--- src/rtl/mem_arbiter_pkg.sv ---
// Shared definitions for the round-robin memory arbiter: request field layout,
// command encodings, lane widths and the arbiter state encoding.
package mem_arbiter_pkg;

  localparam int REQ_W    = 25;
  localparam int INV_W    = 16;
  localparam int RESP_W   = 16;
  localparam int CMD_BIT  = 24;
  localparam int ADDR_MSB = 15;
  localparam int ADDR_LSB = 0;

  localparam logic CMD_READ  = 1'b0;
  localparam logic CMD_WRITE = 1'b1;

  typedef enum logic [1:0] {
    ST_IDLE     = 2'd0,
    ST_WAIT_MEM = 2'd1,
    ST_RELEASE  = 2'd2
  } arb_state_e;

  function automatic logic [INV_W-1:0] req_addr(input logic [REQ_W-1:0] req);
    return req[ADDR_MSB:ADDR_LSB];
  endfunction

  function automatic logic req_is_write(input logic [REQ_W-1:0] req);
    return (req[CMD_BIT] == CMD_WRITE);
  endfunction

endpackage

--- src/rtl/mem_arbiter_rr_picker.sv ---
// Combinational round-robin picker: first asserted request at or above rr_ptr,
// wrapping at NUM_PORTS.
module mem_arbiter_rr_picker #(
  parameter int NUM_PORTS = 2,
  parameter int PTR_W     = 1
) (
  input  logic [NUM_PORTS-1:0] request_valid,
  input  logic [PTR_W-1:0]     rr_ptr,
  output logic [PTR_W-1:0]     grant,
  output logic                 any_valid
);

  logic [PTR_W:0] sum_s;
  logic [PTR_W:0] idx_s;
  logic           hit_s;

  // Walk the ports starting at rr_ptr; the first hit is held for the rest of the scan.
  always_comb begin
    grant     = '0;
    any_valid = 1'b0;
    sum_s     = '0;
    idx_s     = '0;
    hit_s     = 1'b0;
    for (int k = 0; k < NUM_PORTS; k++) begin
      sum_s     = (PTR_W+1)'(rr_ptr) + (PTR_W+1)'(k);
      idx_s     = (sum_s >= (PTR_W+1)'(NUM_PORTS)) ? (sum_s - (PTR_W+1)'(NUM_PORTS)) : sum_s;
      hit_s     = request_valid[idx_s[PTR_W-1:0]] & ~any_valid;
      grant     = hit_s ? idx_s[PTR_W-1:0] : grant;
      any_valid = any_valid | hit_s;
    end
  end

endmodule

--- src/rtl/mem_arbiter.sv ---
// Round-robin arbiter sharing one memory port among NUM_PORTS caches, with
// write-invalidate broadcast. Optional watchdog enabled by MEM_ARB_TIMEOUT_EN.
module mem_arbiter
  import mem_arbiter_pkg::*;
#(
  parameter int NUM_PORTS      = 2,
  parameter int PTR_W          = 1,
  parameter int TIMEOUT_CYCLES = 64
) (
  input  logic                       clock,
  input  logic                       reset,
  input  logic [NUM_PORTS*REQ_W-1:0] cache_request,
  input  logic [NUM_PORTS-1:0]       cache_request_ready,
  output logic [RESP_W-1:0]          cache_response,
  output logic [NUM_PORTS-1:0]       cache_response_ready,
  output logic [NUM_PORTS*INV_W-1:0] invalidate_address,
  output logic [REQ_W-1:0]           memory_request,
  output logic                       memory_request_ready,
  input  logic [RESP_W-1:0]          memory_response,
  input  logic                       memory_response_ready,
  output logic                       timeout_error
);

  if (NUM_PORTS < 2 || NUM_PORTS > 8 || PTR_W < $clog2(NUM_PORTS) || TIMEOUT_CYCLES < 1) begin : g_bad_params
    $error("mem_arbiter: illegal parameter combination");
  end

  arb_state_e                       state_r, state_s;
  logic [PTR_W-1:0]                 rr_ptr_r, rr_ptr_s;
  logic [PTR_W-1:0]                 grant_r, grant_s;
  logic [PTR_W-1:0]                 pick_grant_s;
  logic                             pick_valid_s;
  logic [REQ_W-1:0]                 mem_req_r, mem_req_s;
  logic                             mem_req_rdy_r, mem_req_rdy_s;
  logic [RESP_W-1:0]                resp_r, resp_s;
  logic [NUM_PORTS-1:0]             resp_rdy_r, resp_rdy_s;
  logic [NUM_PORTS-1:0][INV_W-1:0]  inv_r, inv_s;
  logic [NUM_PORTS-1:0]             fix_mask_r, fix_mask_s;
  logic [INV_W-1:0]                 wr_addr_s;

`ifdef MEM_ARB_TIMEOUT_EN
  localparam int CNT_W = $clog2(TIMEOUT_CYCLES + 1);
  logic [CNT_W-1:0] tmo_cnt_r, tmo_cnt_s;
  logic             tmo_err_r, tmo_err_s;
`endif

  mem_arbiter_rr_picker #(
    .NUM_PORTS (NUM_PORTS),
    .PTR_W     (PTR_W)
  ) u_picker (
    .request_valid (cache_request_ready),
    .rr_ptr        (rr_ptr_r),
    .grant         (pick_grant_s),
    .any_valid     (pick_valid_s)
  );

  // Next-state and next-output logic for the IDLE / WAIT_MEM / RELEASE sequence.
  always_comb begin
    state_s       = state_r;
    rr_ptr_s      = rr_ptr_r;
    grant_s       = grant_r;
    mem_req_s     = mem_req_r;
    mem_req_rdy_s = mem_req_rdy_r;
    resp_s        = resp_r;
    resp_rdy_s    = '0;
    inv_s         = inv_r;
    fix_mask_s    = '0;
    wr_addr_s     = req_addr(mem_req_r);
`ifdef MEM_ARB_TIMEOUT_EN
    tmo_cnt_s     = tmo_cnt_r;
    tmo_err_s     = tmo_err_r;
`endif
    case (state_r)
      ST_IDLE: begin
        if (pick_valid_s) begin
          grant_s       = pick_grant_s;
          mem_req_s     = cache_request[pick_grant_s*REQ_W +: REQ_W];
          mem_req_rdy_s = 1'b1;
          state_s       = ST_WAIT_MEM;
`ifdef MEM_ARB_TIMEOUT_EN
          tmo_cnt_s     = '0;
`endif
        end else begin
          mem_req_s     = '0;
          mem_req_rdy_s = 1'b0;
        end
      end
      ST_WAIT_MEM: begin
        if (memory_response_ready) begin
          resp_s              = memory_response;
          resp_rdy_s[grant_r] = 1'b1;
          mem_req_rdy_s       = 1'b0;
          state_s             = ST_RELEASE;
          // A lane already holding the address flips to ~A first so the change is visible.
          for (int j = 0; j < NUM_PORTS; j++) begin
            if (req_is_write(mem_req_r) && (PTR_W'(j) != grant_r)) begin
              if (inv_r[j] != wr_addr_s) begin
                inv_s[j] = wr_addr_s;
              end else begin
                inv_s[j]      = ~wr_addr_s;
                fix_mask_s[j] = 1'b1;
              end
            end else begin
              inv_s[j] = inv_r[j];
            end
          end
        end
`ifdef MEM_ARB_TIMEOUT_EN
        else if (tmo_cnt_r == CNT_W'(TIMEOUT_CYCLES - 1)) begin
          tmo_err_s           = 1'b1;
          resp_s              = {RESP_W{1'b0}};
          resp_rdy_s[grant_r] = 1'b1;
          mem_req_rdy_s       = 1'b0;
          state_s             = ST_RELEASE;
        end else begin
          tmo_cnt_s = tmo_cnt_r + CNT_W'(1);
        end
`else
        else begin
          state_s = ST_WAIT_MEM;
        end
`endif
      end
      ST_RELEASE: begin
        rr_ptr_s = (grant_r == PTR_W'(NUM_PORTS - 1)) ? {PTR_W{1'b0}} : (grant_r + PTR_W'(1));
        state_s  = ST_IDLE;
        for (int j = 0; j < NUM_PORTS; j++) begin
          if (fix_mask_r[j]) begin
            inv_s[j] = wr_addr_s;
          end else begin
            inv_s[j] = inv_r[j];
          end
        end
      end
      default: begin
        state_s       = ST_IDLE;
        mem_req_rdy_s = 1'b0;
      end
    endcase
  end

  // State register.
  always_ff @(posedge clock) begin
    if (reset) begin
      state_r <= ST_IDLE;
    end else begin
      state_r <= state_s;
    end
  end

  // Datapath and output registers; reset drops any transaction in flight.
  always_ff @(posedge clock) begin
    if (reset) begin
      rr_ptr_r      <= '0;
      grant_r       <= '0;
      mem_req_r     <= '0;
      mem_req_rdy_r <= 1'b0;
      resp_r        <= '0;
      resp_rdy_r    <= '0;
      inv_r         <= '0;
      fix_mask_r    <= '0;
    end else begin
      rr_ptr_r      <= rr_ptr_s;
      grant_r       <= grant_s;
      mem_req_r     <= mem_req_s;
      mem_req_rdy_r <= mem_req_rdy_s;
      resp_r        <= resp_s;
      resp_rdy_r    <= resp_rdy_s;
      inv_r         <= inv_s;
      fix_mask_r    <= fix_mask_s;
    end
  end

`ifdef MEM_ARB_TIMEOUT_EN
  // Watchdog counter and sticky error flag.
  always_ff @(posedge clock) begin
    if (reset) begin
      tmo_cnt_r <= '0;
      tmo_err_r <= 1'b0;
    end else begin
      tmo_cnt_r <= tmo_cnt_s;
      tmo_err_r <= tmo_err_s;
    end
  end

  assign timeout_error = tmo_err_r;
`else
  assign timeout_error = 1'b0;
`endif

  assign memory_request       = mem_req_r;
  assign memory_request_ready = mem_req_rdy_r;
  assign cache_response       = resp_r;
  assign cache_response_ready = resp_rdy_r;
  assign invalidate_address   = inv_r;

endmodule

--- config.mk ---
export PLATFORM = sky130hd
export DESIGN_NAME = mem_arbiter
export DESIGN_NICKNAME = d
export VERILOG_FILES = /design/src/rtl/mem_arbiter_pkg.sv /design/src/rtl/mem_arbiter_rr_picker.sv /design/src/rtl/mem_arbiter.sv
export SDC_FILE = /design/constraint.sdc
export NUM_CORES = 1
export LEC_CHECK = 0
export CAP_MARGIN = 20
export CORE_AREA = 4 4 114 116
export CTS_CLUSTER_DIAMETER = 120
export CTS_CLUSTER_SIZE = 12
export DETAILED_ROUTE_END_ITERATION = 7
export DIE_AREA = 0 0 118 120
export DONT_BUFFER_PORTS = 1
export GPL_ROUTABILITY_DRIVEN = 1
export SLEW_MARGIN = 30
export SYNTH_ARGS = -nofsm -noshare
export SYNTH_HDL_FRONTEND = slang
export SYNTH_SLANG_ARGS = --single-unit
--- constraint.sdc ---
create_clock -name clock -period 5.41 [get_ports clock]
set_clock_uncertainty 0.15 [all_clocks]
set_input_delay 1.623 -clock clock [delete_from_list [all_inputs] [get_ports clock]]
set_output_delay 1.623 -clock clock [all_outputs]
set_load 0.03 [all_outputs]
Word level (Yosys, flattened, before mapping) --
Cells that the tools add are included.
Storage, ports and cells: register bits 82, latch bits 0, bits in writable memories 0, memory bits (read-only) 0, bits of input ports 71, word-level logic and storage cells 84, memories 0
Operators by class: add/subtract/negate cells 4, multipliers 1, div/mod/pow operators 0, order comparisons 6, equality and inequality tests 10, shifts and indexed selects 1, multiplexer cells 28, bitwise operators 10, reductions and logical operators 13
Operator list (number):
- 16-bit two-way mux | 6
- 32-bit case mux with 2 select lines | 1
- 50-bit by 7-bit indexed part select with 25-bit output | 1
- 32-bit two-way mux | 1
- 16-bit != test | 2
- 25-bit two-way mux | 1
- 16-bit inverter | 1
- 1-bit two-way mux | 14
- 2-bit != test, second input constant | 6
- 4-bit AND reduction | 2
- 4-bit OR reduction | 2
- 1-bit inverter | 7
- 1-bit by 2-bit < comparator with 1-bit output, second input constant | 3
- 1-bit by 5-bit multiplier with 6-bit output, second input constant | 1
- 2-bit AND reduction | 3
- 2-bit two-way mux | 2
- 2-bit case mux with 2 select lines | 1
- 1-bit logical AND | 3
- 1-bit case mux with 3 select lines | 1
- 3-bit OR reduction | 1
- 1-bit by 1-bit adder with 2-bit output, second input constant | 1
- 2-bit by 1-bit == test with 1-bit output, second input constant | 1
- 2-bit == test, second input constant | 1
- 1-bit by 2-bit >= comparator with 1-bit output, second input constant | 1
- other kinds (9) | 10

Longest topological paths before layout --
Gate-level depths: netlist of the first run.
word-level depth 10, gate-level depth with buffers 8, depth with buffers taken out 5

Cells and area by module --
Synthesis of the first run repeated with hierarchy kept, for this count alone.
Second synthesis, totals: cell total of the unflattened synthesis 473, area total of the unflattened synthesis 4194.0 um2
By module, submodules not included:
- mem_arbiter | instances 1, cells each 470, area each 4176.5 um2, sequential area each 1641.6 um2
- mem_arbiter_rr_picker | instances 1, cells each 3, area each 17.5 um2, sequential area each 0.0 um2

Worst setup path before layout of the first run --
No wires, ideal clock.
kind input to register, start input memory_response_ready, end register inv_r (netlist bit invalidate_address[10]), arrival 2.910 ns, required time 5.181 ns, setup slack 2.271 ns, stages 8, path buffers 3, cells stage by stage and3b_1 -> buf_2 -> nand3_1 -> nand2_1 -> and2_1 -> buf_6 -> buf_6 -> a211oi_2
On the way: word-level cells in the longest chain between the ends 2
Ends and longest elaborated chain:
- from (decl) | line mem_arbiter.sv:20 | input logic memory_response_ready,
- 2-bit != test (no source line)
- 4-bit AND reduction (no source line)
- to (signal assigned) | line mem_arbiter.sv:169 | inv_r <= inv_s;
- to (decl) | line mem_arbiter.sv:37 | logic [NUM_PORTS-1:0][INV_W-1:0] inv_r, inv_s;
Every way passes these cells. A chain may end at the register's enable or synchronous reset.

Worst setup path in the final report of the first run --
start input memory_response_ready, end register inv_r (netlist bit invalidate_address[0])
Same word-level chain as after synthesis.

==> impl_metrics.csv, run 1 <==
group,metric,value,unit
run_status,run_status,"complete, no violations",
global_routing,maximum_number_of_pins_on_one_net_before_global_route_repair,51,
synthesis,synth_warnings,0,
sta,max_slew_violation_count,0,
place,gp_congestion,0.781,
synthesis,synth-async-reset-ratio,0,%
synthesis,synth.lib_cells_used.distinct,35,
sta,finalCritPeriodShare,75.0,%
sta,period_minus_slack,4.06,ns
pwr,pwr-share-comb,12.2,%
worst_setup_path,crit_arrival,4.09,ns
pwr,power_switching_share,28.9,%
route,via_count,3355,
floorplan,floorplan.core_area,0.0119,mm²
pwr,power.switching,451,µW
pwr,power.leakage,0.00170,µW
route,drt_pre_antenna_iters,4,
clock_tree,cts_resized,0,
cells_and_area,multiInputGateArea,0.00217,mm²
worst_setup_path,required,5.45,ns
place,buffer_ports.inserted,0,
pwr,p_int,1110,µW
sta,maxSlewHeadroom,32.6,%
route,drc,0,
clock_tree,clock_insertion_delay_worst_skew,0.34,ns
synthesis,ys_seq_area_share,40.0,%
synthesis,synth_top_area_cell,"sky130_fd_sc_hd__dfxtp_1",
floorplan,fp.dieArea,0.0142,mm²
route,ant_nets,0,
route,starting_drc_count_in_detailed_routing,239,
cells_and_area,final_cell_count_no_fill,558,
route,drt-vias-per-instance,6.01,
floorplan,initial_utilization,34.5,%
floorplan,chipHeight,120,µm
floorplan,floorplan.die.width,118,µm
synthesis,synth_commonest_cells,"sky130_fd_sc_hd__dfxtp_1, sky130_fd_sc_hd__nand2_1, sky130_fd_sc_hd__o221ai_1, sky130_fd_sc_hd__xor2_1",
min_path,hp-class,"flip-flop to flip-flop",
synthesis,syn-num-nets,518,
synthesis,ys.flop_type,"sky130_fd_sc_hd__dfxtp_1",
global_routing,grt_antenna_before_repair,0,
global_routing,global_route.overflow_total,0,
synthesis,syn_inst,447,
place,placed_insts,543,
synthesis,yosys.cell_count.top_type,"sky130_fd_sc_hd__dfxtp_1",
floorplan,num_rows,40,
pwr,part_of_the_total_power_dissipated_in_sequential_elements,46.4,%
place,dp_hpwl,8670,µm
clock_tree,clock_path_buffers,2,
global_routing,gr-usage-all-layers,16.5,%
clock_tree,setup_fix_bufs_post_cts,0,
cells_and_area,numnets_final,479,
synthesis,synth.avg_cell_area,9.18,µm²
synthesis,synth.top_cells.by_area,"sky130_fd_sc_hd__dfxtp_1, sky130_fd_sc_hd__o221ai_1, sky130_fd_sc_hd__xor2_1",
synthesis,post_synth_instance_area,0.00411,mm²
sta,unrepaired_setup_endpoints_after_global_routing,"no",
route,postRouteWirelength,11800,µm
floorplan,top_level_ports,148,
pwr,cell_area_power_density,354,mW/mm²
worst_setup_path,endpoint_kind,"flip-flop",
sta,finalHoldViolations,0,
clock_tree,cts_buffers,9,
worst_setup_path,setup.worst_path.class,"input pin to flip-flop",
cells_and_area,fillers,1187,
cells_and_area,seq_area,0.00164,mm²
pwr,max-vdd-ir-drop,0.000168,V
worst_setup_path,crit_fanout,18,
worst_setup_path,critical_path.startpoint_type,"input pin",
sta,totalNegativeSetupSlack,0,ns
clock_tree,cts_hold_buf,0,
sta,timing.final.setup_violations,0,
synthesis,synth_edf_count,0,
synthesis,yosys_register_bits,82,
sta,worst_slew_pin_slew,1.01,ns
cells_and_area,area_growth,7.38,%
clock_tree,clock_tree_root_buffer_cell,"sky130_fd_sc_hd__clkbuf_16",
global_routing,grt_first_pass_wirelength,18700,µm
cells_and_area,num_antenna_cells,0,
place,dpl_worst_slack,1.09,ns
synthesis,yosysTopAreaCellShare,40.0,%
pwr,clock_power_share,41.3,%
clock_tree,h-tree-depth,3,
job,timing.max_cap.violations,0,
sta,worst_slack,1.35,ns
global_routing,first_global_vias,3256,
cells_and_area,drive_above_1_share,10.5,%
route,post_drt_wl_per_cell,21.2,µm
clock_tree,clk_pin_slew_worst_paths,0.07,ns
clock_tree,cts.sinks,82,
clock_tree,cts_tree,"done",
sta,max_clock_freq,0.247,GHz
==> worst max-delay path, stage by stage <==
cell                       delay, ns
sky130_fd_sc_hd__and3b_1        0.14
sky130_fd_sc_hd__buf_4          0.22
sky130_fd_sc_hd__nand3_1        0.51
sky130_fd_sc_hd__nand2_1        0.66
sky130_fd_sc_hd__and2_1         0.73
sky130_fd_sc_hd__a211oi_1       0.20
==> stage by stage <==
| stage | hold WS (ns) | area, µm² | util [%] | total power [µW] |
|---|---|---|---|---|
| floorplan | 0.305 | 4110 | - | 893 |
| global route | 0.437 | 4410 | 37.0 | 1620 |
| CTS | 0.396 | 4380 | 36.8 | 1570 |
| global placement | 0.375 | 4060 | 34.1 | 922 |
| detailed placement | 0.389 | 4070 | 34.2 | 927 |
| finish | 0.404 | 4410 | 37.0 | 1560 |
==> logic make-up (layout without fill, tap and decap cells) <==
kind of cell | count (synthesis) | count (layout) | share of synthesized area [%]
buffers and inverters | 71 | 35 | 7.89
AO/OA/AOI/OAI | 112 | 112 | 22.1
other | 1 | 1 | 0.0913
multiplexers | 25 | 25 | 6.10
XOR/XNOR | 32 | 32 | 6.83
AND/OR/NAND/NOR | 124 | 124 | 17.0
flip-flops | 82 | 82 | 40.0
==> power groups by stage <==
| stage | logic, µW | registers [µW] | clock network, µW |
|---|---|---|---|
| 2_1_floorplan | 184 | 709 | 0 |
| 3_3_place_gp | 183 | 739 | 0 |
| 3_5_place_dp | 188 | 739 | 0 |
| 4_1_cts | 188 | 726 | 656 |
| 5_1_grt | 211 | 730 | 681 |
| 6_report | 191 | 725 | 645 |
==> path summary, 6_finish.rpt <==
path / from / end / slack (ns) / cells past startpoint
worst min-delay path: grant_r / fix_mask_r[0] / 0.40 / 2
worst max-delay path: memory_response_ready / invalidate_address[0] / 1.35 / 6
worst max register to register: state_r[0] / invalidate_address[0] / 2.21 / 6
worst min register to register: grant_r / fix_mask_r[0] / 0.40 / 2
==> sequential cells by signal (all words and copies together), names as in the netlist <==
signal	flops
fix_mask_r	2
rr_ptr_r	1
memory_request_ready	1
memory_request	25
grant_r	1
cache_response_ready	2
cache_response	16
state_r	2
invalidate_address	32
==> routing by layer <==
metal  vias up  routed length [µm]  share of wire, %  GRT usage [%]
met1      1599                4740                40           21.5
li1       1554                   -                 -              -
met3        18                1570                13           6.69
met2       184                5170                44           24.0
met4         0                 332               2.8           7.11
met5         -                   0                 0              0
==> final cells by class <==
| cell class | count | share of cell area [%] |
|---|---|---|
| inverters | 18 | 1.53 |
| clock inverters | 5 | 1.85 |
| well taps | 147 | 4.17 |
| multi-input cells | 294 | 49.1 |
| flip-flops and latches | 82 | 37.2 |
| repair buffers | 3 | 0.965 |
| clock buffers | 9 | 5.11 |
==> placed cells by master, fill, tap and decap left out, types with 9 or more instances in the layout <==
cell type and count:
sky130_fd_sc_hd__a21oi_1 20, sky130_fd_sc_hd__nor4_1 18, sky130_fd_sc_hd__nor2_1 30, sky130_fd_sc_hd__a211oi_1 22, sky130_fd_sc_hd__nor3_1 17, sky130_fd_sc_hd__a2bb2oi_1 25
sky130_fd_sc_hd__inv_1 18, sky130_fd_sc_hd__xor2_1 32, sky130_fd_sc_hd__mux2i_1 25, sky130_fd_sc_hd__a211oi_2 10, sky130_fd_sc_hd__nand2_1 38, sky130_fd_sc_hd__dfxtp_1 82
sky130_fd_sc_hd__clkbuf_16 9, sky130_fd_sc_hd__o221ai_1 32
Power figures use the tool's default switching activity.
==> run 2: changes to the inputs <==
==> constraint.sdc (replaced) <==
create_clock -name clock -period 4 [get_ports clock]
set_clock_uncertainty 0.15 [all_clocks]
set_input_delay 1.2 -clock clock [delete_from_list [all_inputs] [get_ports clock]]
set_output_delay 1.2 -clock clock [all_outputs]
set_load 0.03 [all_outputs]
==> run 2 against run 1 <==
Net effect:
- critical endpoint is now invalidate_address[2]
- sequential power up 29%
- count of clock-buffer cells in the layout increased by 1
- design area grew 2.8%
- global-route usage is 0.56 points higher
- worst setup slack worse by 0.23 ns
- worst hold slack worse by 0.0027 ns
- combinational power up 67%
- critical path type unchanged
- final cell count up 3.4%
- register-to-register slack got worse by 1.1 ns
- sequential share of layout area fell by 1.0 points
- critical path depth is 1 higher
==> impl_metrics.csv, run 2 (synthesis gave the netlist of run 1 again) <==
group,metric,value,unit
sta,maxSlewHeadroom,35.0,%
cells_and_area,largest_register_ffs,32,
sta,worst_slack,1.13,ns
worst_setup_path,cpMaxStageDelayCell,"sky130_fd_sc_hd__and2_1",
worst_setup_path,crit_fanout,17,
cells_and_area,numnets_final,496,
clock_tree,cts_buffers,9,
sta,max_slew_violation_count,0,
place,buffer_ports.inserted,0,
global_routing,first_global_vias,3279,
global_routing,met3_usage,6.46,%
worst_setup_path,setup.worst_path.class,"input pin to flip-flop",
worst_setup_path,crit_chain,"and3b_1 -> nand3_1 -> buf_4 -> nand2_1 -> buf_4 -> and2_1 -> a211oi_1",
sta,timing.final.setup_violations,0,
floorplan,chipHeight,120,µm
sta,totalNegativeSetupSlack,0,ns
worst_setup_path,required,4.02,ns
min_path,hold_depth,2,
sta,worst_slew_pin_slew,0.969,ns
route,ant_nets,0,
global_routing,use_met2,25.5,%
floorplan,floorplan.die.width,118,µm
cells_and_area,area_growth,10.4,%
global_routing,grt_antenna_before_repair,0,
cells_and_area,final_cell_mix,"sky130_fd_sc_hd__dfxtp_1, sky130_fd_sc_hd__nand2_1, sky130_fd_sc_hd__xor2_1, sky130_fd_sc_hd__o221ai_1, sky130_fd_sc_hd__nor2_1",
sta,max_clock_freq,0.348,GHz
sta,period_minus_slack,2.87,ns
clock_tree,h-tree-depth,3,
route,starting_drc_count_in_detailed_routing,271,
clock_tree,clock_insertion_delay_worst_skew,0.33,ns
global_routing,maximum_number_of_pins_on_one_net_before_global_route_repair,51,
floorplan,top_level_ports,148,
worst_setup_path,crit_arrival,2.90,ns
clock_tree,cts_hold_buf,0,
route,via_count,3327,
run_status,run_status,"complete, no violations",
clock_tree,cts_resized,0,
route,drc,0,
sta,finalHoldViolations,0,
place,placed_insts,561,
clock_tree,cts.sinks,82,
global_routing,grt_most_used_layer,"met2",
cells_and_area,final_cell_count_no_fill,577,
pwr,power.leakage,0.00179,µW
place,dpl_worst_slack,0.779,ns
clock_tree,clk_pin_slew_worst_paths,0.06,ns
cells_and_area,most_common_cell_after_layout_fill_and_taps_aside,"sky130_fd_sc_hd__dfxtp_1",
min_path,min_to,"fix_mask_r[0]",
worst_setup_path,timing.reg2reg.worst_path_depth,5,
cells_and_area,drive_above_1_share,13.7,%
global_routing,global_route.overflow_total,0,
worst_setup_path,cpPeakStageDelay,0.70,ns
global_routing,gr-usage-all-layers,17.1,%
clock_tree,clock_path_buffers,2,
floorplan,initial_utilization,34.5,%
cells_and_area,num_antenna_cells,0,
cells_and_area,fillers,1208,
floorplan,num_rows,40,
global_routing,grt_first_pass_wirelength,19100,µm
floorplan,fp.dieArea,0.0142,mm²
job,timing.max_cap.violations,0,
route,drt-vias-per-instance,5.77,
worst_setup_path,crit_top_cell,"sky130_fd_sc_hd__buf_4",
place,dp_hpwl,9180,µm
floorplan,floorplan.core_area,0.0119,mm²
cells_and_area,design_area,0.00453,mm²
place,place_area,0.00420,mm²
pwr,max-vdd-ir-drop,0.000252,V
route,post_drt_wl_per_cell,21.5,µm
pwr,cell_area_power_density,482,mW/mm²
worst_setup_path,r2r_start,"memory_request[12]",
worst_setup_path,critical-path-top-delay-family,"simple AND/OR/NAND/NOR gates",
clock_tree,setup_fix_bufs_post_cts,0,
global_routing,grt.met1_usage,22.6,%
worst_setup_path,critical_path.startpoint_type,"input pin",
min_path,hp-class,"flip-flop to flip-flop",
clock_tree,clock_tree_root_buffer_cell,"sky130_fd_sc_hd__clkbuf_16",
place,gp_congestion,0.853,
worst_setup_path,regToRegEndpoint,"invalidate_address[2]",
sta,unrepaired_setup_endpoints_after_global_routing,"no",
min_path,hp-start,"grant_r",
sta,finalCritPeriodShare,71.8,%
sta,holdWs,0.401,ns
worst_setup_path,setup.reg_to_reg.worst_slack,1.15,ns
clock_tree,cts_tree,"done",
worst_setup_path,critical_path.n_buffers_inverters,2,
route,drt_pre_antenna_iters,4,
worst_setup_path,endpoint_kind,"flip-flop",
route,postRouteWirelength,12400,µm
==> run 2: cell types whose count changed in the layout (fill, tap and decap cells not counted), sizes merged <==
cell / delta
clkbuf: +1
buf: +17
clkinvlp: -1
clkinv: +2
bufinv: +1
inv: -1
==> run 2: cell type report <==
class / count / area (µm²) / area share, %
Clock buffer: 10 / 229 / 5.05
Tap cell: 147 / 184 / 4.06
Timing Repair Buffer: 20 / 150 / 3.31
Inverter: 18 / 67.6 / 1.49
Multi-Input combinational cell: 294 / 2150 / 47.5
Sequential cell: 82 / 1640 / 36.2
Clock inverter: 6 / 105 / 2.32
==> run 2: worst reg2reg max path, delay by kind of cell, from the launching register on <==
kind | cells | cell delay [ns]
xor gates and xnor gates | 1 | 0.16
AOI/OAI and AO/OA | 1 | 0.37
DFF | 1 | 0.69
and+or+nand+nor | 3 | 1.38
==> run 2: metal layers <==
| metal | vias to the layer above | routed length (µm) |
|---|---|---|
| li1 | 1581 | - |
| met1 | 1561 | 5260 |
| met2 | 169 | 5600 |
| met3 | 16 | 1310 |
| met4 | 0 | 215 |
| met5 | - | 0 |
==> run 2: how the worst max path moves through the flow <==
stage | from | to | slack [ns] | depth (start not counted)
6_report | memory_response_ready | invalidate_address[2] | 1.13 | 7
3_5_place_dp | memory_response_ready | invalidate_address[2] | 0.78 | 7
2_1_floorplan | memory_response_ready | invalidate_address[10] | 1.28 | 8
4_1_cts | memory_request[12] | invalidate_address[2] | 1.12 | 5
3_3_place_gp | memory_response_ready | invalidate_address[0] | 0.90 | 7
5_1_grt | memory_request[12] | invalidate_address[2] | 0.96 | 5
==> run 2: where the power goes <==
group          internal [µW]  switching (µW)
clock                    607             321
sequential               854            83.9
combinational            121             198
==> run 2: stage by stage <==
step           util [%]  power [µW]
2_1_floorplan         -        1210
3_3_place_gp       35.2        1270
3_5_place_dp       35.2        1280
4_1_cts            38.0        2210
5_1_grt            38.0        2270
6_report           38.0        2180
